===== src/rtl/cnn_buffer_pkg.sv =====
// Shared output-buffer definitions: buffer address width and the drain FSM state type.
package cnn_buffer_pkg;

  localparam int unsigned ADDR_W = 14;

  typedef enum logic [2:0] {
    IDLE,
    WAIT_FILL,
    READ,
    FLUSH,
    DONE
  } drain_state_t;

endpackage


===== src/rtl/drain_skid_fifo.sv =====
// Two-entry skid FIFO that absorbs the BRAM read latency between the read strobe and the stream.
module drain_skid_fifo #(
  parameter int unsigned data_size = 16
) (
  input  logic                 clk,
  input  logic                 clr_n,
  input  logic                 push,
  input  logic [data_size-1:0] push_data,
  input  logic                 pop,
  output logic [1:0]           count,
  output logic [data_size-1:0] head
);

  logic [data_size-1:0] mem [2];
  logic                 wr_ptr;
  logic                 rd_ptr;

  // Push into a full FIFO is only legal together with a pop; the caller guarantees this.
  always_ff @(posedge clk) begin
    if (!clr_n) begin
      mem[0] <= '0;
      mem[1] <= '0;
      wr_ptr <= 1'b0;
      rd_ptr <= 1'b0;
      count  <= 2'd0;
    end else begin
      if (push) begin
        mem[wr_ptr] <= push_data;
        wr_ptr      <= ~wr_ptr;
      end
      if (pop) begin
        rd_ptr <= ~rd_ptr;
      end
      count <= count + 2'(push) - 2'(pop);
    end
  end

  assign head = mem[rd_ptr];

endmodule


===== src/rtl/output_drain.sv =====
// Streams one finished output feature map out of an output-buffer bank onto a valid/ready stream.
// Optional build macro: DRAIN_RELU_EN clamps negative words to zero as they enter the skid FIFO.
module output_drain
  import cnn_buffer_pkg::*;
#(
  parameter int unsigned dimdata_size = 16,
  parameter int unsigned data_size    = 16
) (
  input  logic                    r_clk,
  input  logic                    reset,
  input  logic                    enable,
  input  logic [ADDR_W-1:0]       initial_address,
  input  logic [dimdata_size-1:0] output_featuremapsize,
  input  logic                    fill_done,
  output logic [ADDR_W-1:0]       r_address,
  output logic                    read_enable,
  input  logic [data_size-1:0]    r_data,
  output logic [data_size-1:0]    out_data,
  output logic                    out_valid,
  input  logic                    out_ready,
  output logic                    done
);

  localparam int unsigned CNT_W = 2 * dimdata_size;

  drain_state_t         state;
  drain_state_t         state_nxt;
  logic [CNT_W-1:0]     total_q;
  logic [CNT_W-1:0]     issued_q;
  logic [CNT_W-1:0]     sent_q;
  logic [ADDR_W-1:0]    addr_q;
  logic                 inflight_q;
  logic [1:0]           fifo_count;
  logic [data_size-1:0] fifo_head;
  logic [data_size-1:0] push_data;
  logic [2:0]           occupancy;
  logic                 issue;
  logic                 pop;
  logic                 abort;
  logic                 start;
  logic                 fifo_clr_n;

  assign abort      = (state != IDLE) && !enable;
  assign start      = (state == IDLE) && enable;
  assign pop        = (fifo_count != 2'd0) && out_ready;
  assign fifo_clr_n = reset && !abort;

  // A read issued now lands one cycle later; leave room for it even if the stream stalls next cycle.
  assign occupancy = 3'(fifo_count) + 3'(inflight_q) - 3'(pop);
  assign issue     = (state == READ) && enable && fill_done &&
                     (issued_q < total_q) && (occupancy < 3'd2);

`ifdef DRAIN_RELU_EN
  assign push_data = r_data[data_size-1] ? '0 : r_data;
`else
  assign push_data = r_data;
`endif

  always_ff @(posedge r_clk) begin
    if (!reset) begin
      state <= IDLE;
    end else begin
      state <= state_nxt;
    end
  end

  always_comb begin
    state_nxt = state;
    case (state)
      IDLE:      if (enable) state_nxt = WAIT_FILL;
      WAIT_FILL: if (fill_done) state_nxt = (total_q == '0) ? DONE : READ;
      READ:      if (issued_q == total_q) state_nxt = FLUSH;
      FLUSH:     if (pop && ((sent_q + CNT_W'(1)) == total_q)) state_nxt = DONE;
      DONE:      state_nxt = DONE;
      default:   state_nxt = IDLE;
    endcase
    if (abort) begin
      state_nxt = IDLE;
    end
  end

  // Address/count datapath; leaving a busy state wipes it so a restart begins clean.
  always_ff @(posedge r_clk) begin
    if (!reset || abort) begin
      total_q    <= '0;
      issued_q   <= '0;
      sent_q     <= '0;
      addr_q     <= '0;
      inflight_q <= 1'b0;
    end else begin
      inflight_q <= issue;
      if (start) begin
        addr_q   <= initial_address;
        total_q  <= CNT_W'(output_featuremapsize) * CNT_W'(output_featuremapsize);
        issued_q <= '0;
        sent_q   <= '0;
      end else begin
        if (issue) begin
          addr_q   <= addr_q + ADDR_W'(1);
          issued_q <= issued_q + CNT_W'(1);
        end
        if (pop) begin
          sent_q <= sent_q + CNT_W'(1);
        end
      end
    end
  end

  drain_skid_fifo #(
    .data_size(data_size)
  ) u_fifo (
    .clk      (r_clk),
    .clr_n    (fifo_clr_n),
    .push     (inflight_q),
    .push_data(push_data),
    .pop      (pop),
    .count    (fifo_count),
    .head     (fifo_head)
  );

  always_comb begin
    read_enable = 1'b0;
    r_address   = addr_q;
    out_valid   = 1'b0;
    out_data    = fifo_head;
    done        = 1'b0;
    read_enable = issue;
    out_valid   = (fifo_count != 2'd0);
    done        = (state == DONE);
  end

endmodule


===== config.mk =====
export PLATFORM = sky130hd
export DESIGN_NAME = output_drain
export DESIGN_NICKNAME = d
export VERILOG_FILES = /design/src/rtl/cnn_buffer_pkg.sv /design/src/rtl/drain_skid_fifo.sv /design/src/rtl/output_drain.sv
export SDC_FILE = /design/constraint.sdc
export NUM_CORES = 1
export LEC_CHECK = 0
export BUFFER_PORTS_ARGS = -buffer_cell sky130_fd_sc_hd__buf_2
export CORE_MARGIN = 8
export CORE_UTILIZATION = 50
export CTS_CLUSTER_DIAMETER = 120
export DETAILED_ROUTE_END_ITERATION = 8
export PLACE_DENSITY = 0.71
export RECOVER_POWER = 100
export REMOVE_ABC_BUFFERS = 1
export SKIP_CTS_REPAIR_TIMING = 1
export SYNTH_ARGS = -nofsm -noshare
export SYNTH_HDL_FRONTEND = slang
export SYNTH_SLANG_ARGS = --single-unit

===== constraint.sdc =====
create_clock -name r_clk -period 8.6 [get_ports r_clk]
set_clock_uncertainty 0.1 [all_clocks]
set_input_delay 1.72 -clock r_clk [delete_from_list [all_inputs] [get_ports r_clk]]
set_output_delay 1.72 -clock r_clk [all_outputs]
set_load 0.01 [all_outputs]

==> implementation parameters <==
Parameter                              Value

Run status
  Result of the run    finished with violations
  Violated checks    max-capacitance violations, max-slew violations

Placement
  Detail Placement HPWL    28.8 mm
  Number of placed instances, taps included    2195
  Count of input and output buffers    83
  Final Wtd Congestion    0.896

Route
  WL/cell    16.4 µm
  Residual antenna-violating net count after detailed routing    0
  Final WL    36.6 mm
  Number of DRC markers after the initial detailed-route iteration    778
  Total DRC errors in the routed layout    0
  DR vias/cell    5.46
  DR pass1 iterations    5
  Routed vias    12.2k

Critical path
  Count of cells along the worst register-to-register path    17
  R2r setup slk    2850 ps
  Crit start category    primary input
  Slowest cell on crit path    clkbuf_1
  WS Path Type    in -> reg
  Setup crit end kind    flip-flop
  Critical R2R Capture    issued_q[21]
  WP data arrival    8160 ps
  Top cell by count, worst path    fa_1
  Crit Path Max Fanout    19
  Worst endpoint required time    8830 ps
  Startpoint of the worst register-to-register path    u_fifo.count[1]
  CP cell instances    clkbuf_1 > nand2_1 > fa_1 > inv_1 > fa_1 > fa_1 > fa_1 > fa_1 > inv_1 > fa_1 > inv_1 > ha_1 > a211oi_1 > o21a_1 > o31ai_1 > o21bai_1 > a211o_1 > a31o_2 > a21oi_1 > xnor2_1 > a22o_1
  Delay of the slowest cell on the worst path    650 ps

Clocking
  Worst-path clk slew    70 ps
  TritonCTS clock tree    done
  H-tree depth    4
  Largest buffer count on any clock path    2
  Number of buffers created by CTS    17
  Buffer cell driving the clock tree root    clkbuf_16
  Clock latency on the worst-skew pair    440 ps
  Sinks on Clock Net    150

Final layout
  Area taken by flip-flops and latches    3320 µm²
  Number of nets in the layout    2171
  Non-filler cells in the finished layout    2229
  Fillers    2758
  Synth-to-Final Area Change    8.03%
  Area of combinational cells with multiple inputs    10700 µm²
  Most frequent cells in the layout    inv_1, fa_1, nand2_1
  Leading cell type in the layout, fill and taps excluded    inv_1
  Share of final-layout standard cells stronger than drive strength 1    6.66%

Die
  Width of the chip    192 µm
  Initial Util    50.7%
  Area of the die    36800 µm²
  Core area    30500 µm²
  Number of primary I/O pins    84
  Number of placement rows    64
  Die height    192 µm

Synth
  Register bit total from synthesis    150
  Part of the Yosys area used for sequential elements    21.5%
  Instance count of the mapped netlist    1775
  Number of warnings issued by yosys    0
  Count of unique library cells instantiated by Yosys    71
  Most used flip-flop cell after synthesis    dfxtp_1
  Mean cell area of the mapped netlist    8.71 µm²
  Cell Area, Synth    15500 µm²
  Async S/R FF share, synth    0%
  Number of flops mapped to enable cells by yosys    32

Pwr
  Leakage power total    7.70 nW
  Power Total    5.50 mW
  Pwr/cell area    329 nW/µm²
  Max IR drop VDD    0.359 mV

Global routing
  Antenna violations before repair    1
  Grt met1 use    25.9%
  Pin count of the biggest net entering global routing    65
  Global-route wire length before repair    62.0 mm
  Global-route track usage on met3    3.49%
  GR Util met2    36.3%
  Number of global-route vias before repair    12.7k
  Aggregate global-route resource usage    20.7%
  Overflow after GRT    0
  Global-route layer with the greatest usage    met2

Worst hold path
  WHS Endpoint    u_fifo.wr_ptr
  Number of cells on the worst hold path    2
  Hold WC Path Type    reg -> reg
  Hold path start    u_fifo.wr_ptr

Timing
  Final hold violations    0
  Slew margin rel.    -98.5%
  Post-Route Setup TNS    0 ps
  Final max-slew violation count    65
  Final number of setup-violating endpoints    0
  Final worst path period share    92.2%
  Worst-margin pin slew    2980 ps
  Time the worst path needs with I/O delays and setup    7930 ps
  Final worst hold slack    381 ps
  Setup repair after global routing missed its margin    no
  Top achievable clock speed    126 MHz

Flow run
  Number of violations of the max-capacitance limit    1
[flip-flops by register name, indices dropped and copies added, names as in the netlist, named ones only]
| name | count |
|---|---|
| state | 3 |
| u_fifo.count | 2 |
| u_fifo.wr_ptr | 1 |
| issued_q | 32 |
| sent_q | 32 |
| total_q | 31 |
| u_fifo.rd_ptr | 1 |
| inflight_q | 1 |
| r_address | 14 |
| u_fifo.mem | 32 |
[synth_stat cells (16+ instances only)]
library cell | n | area share, %
a21oi_1 | 79 | 2.6
and2_1 | 77 | 3.1
inv_1 | 311 | 7.5
xnor2_1 | 75 | 4.2
edfxtp_1 | 32 | 6.2
nand4_1 | 23 | 0.93
xor2_1 | 54 | 3.1
nor2_1 | 103 | 2.5
and3_1 | 19 | 0.77
mux2_2 | 17 | 1.2
fa_1 | 165 | 21
nand3_1 | 44 | 1.4
nand2_1 | 163 | 4.0
ha_1 | 137 | 11
clkbuf_1 | 52 | 1.3
or3_1 | 25 | 1.0
a21o_1 | 16 | 0.78
dfxtp_1 | 118 | 15
nor3_1 | 35 | 1.1
o21ai_0 | 70 | 2.3
nor4_1 | 16 | 0.65
[kinds of logic (layout without fill, tap and decap cells)]
family | count (synthesis) | count (layout) | synth area share [%]
compound gates | 238 | 238 | 9.43
mux | 19 | 19 | 1.37
fa+ha+maj | 302 | 302 | 32.4
xor+xnor | 129 | 129 | 7.30
buf+inv | 375 | 431 | 9.23
flops | 150 | 150 | 21.5
simple gates | 562 | 562 | 18.7
other cells | 0 | 2 | 0
[how the worst max path moves through the flow]
| stage | depth (start not counted) | end | slack, ps | startpoint |
|---|---|---|---|---|
| after floorplan | 24 | total_q[31] | 1280 | output_featuremapsize[3] |
| after global routing | 21 | total_q[31] | 300 | output_featuremapsize[1] |
| after global placement | 23 | total_q[31] | 660 | output_featuremapsize[0] |
| after detailed placement | 24 | total_q[31] | 510 | output_featuremapsize[6] |
| final | 21 | total_q[31] | 670 | output_featuremapsize[1] |
| after CTS | 24 | total_q[31] | 970 | output_featuremapsize[6] |
[layout make-up]
class                      count  area share (%)
tap                          396            2.97
antenna                        2          0.0300
clock buffer                  17            2.55
timing repair buffer          88            2.35
clock inverter                15            1.09
inverter                     311            6.99
multi-input combinational   1250            64.1
sequential                   150            19.9
[layer usage]
| metal | wire [µm] | vias to the layer above | part of all wire (%) |
|---|---|---|---|
| met3 | 1790 | 63 | 4.9 |
| met5 | 0 | - | 0 |
| met1 | 15500 | 5965 | 42 |
| li1 | - | 5852 | - |
| met2 | 18400 | 295 | 50 |
| met4 | 845 | 0 | 2.3 |
[critical path, delay by kind of cell]
family | cells | cell delay (ps)
AO/OA/AOI/OAI | 8 | 1700
XOR/XNOR | 1 | 90
buffers and inverters | 4 | 820
AND/OR/NAND/NOR | 1 | 190
adder cells (fa/ha/maj) | 7 | 3620
[power breakdown]
group | internal (mW) | switching (mW)
logic | 1.66 | 2.23
registers | 0.774 | 0.0565
clock network | 0.442 | 0.344
total | 2.87 | 2.63
[per-stage QoR]
stage	utilization [%]	cell area [µm²]	setup slack (ps)
2_1_floorplan	-	15200	1280
3_3_place_gp	53.0	16200	658
3_5_place_dp	53.0	16200	513
4_1_cts	55.0	16800	972
5_1_grt	54.8	16700	299
6_report	54.8	16700	669
Note: power is estimated with default switching activity, not from simulation.
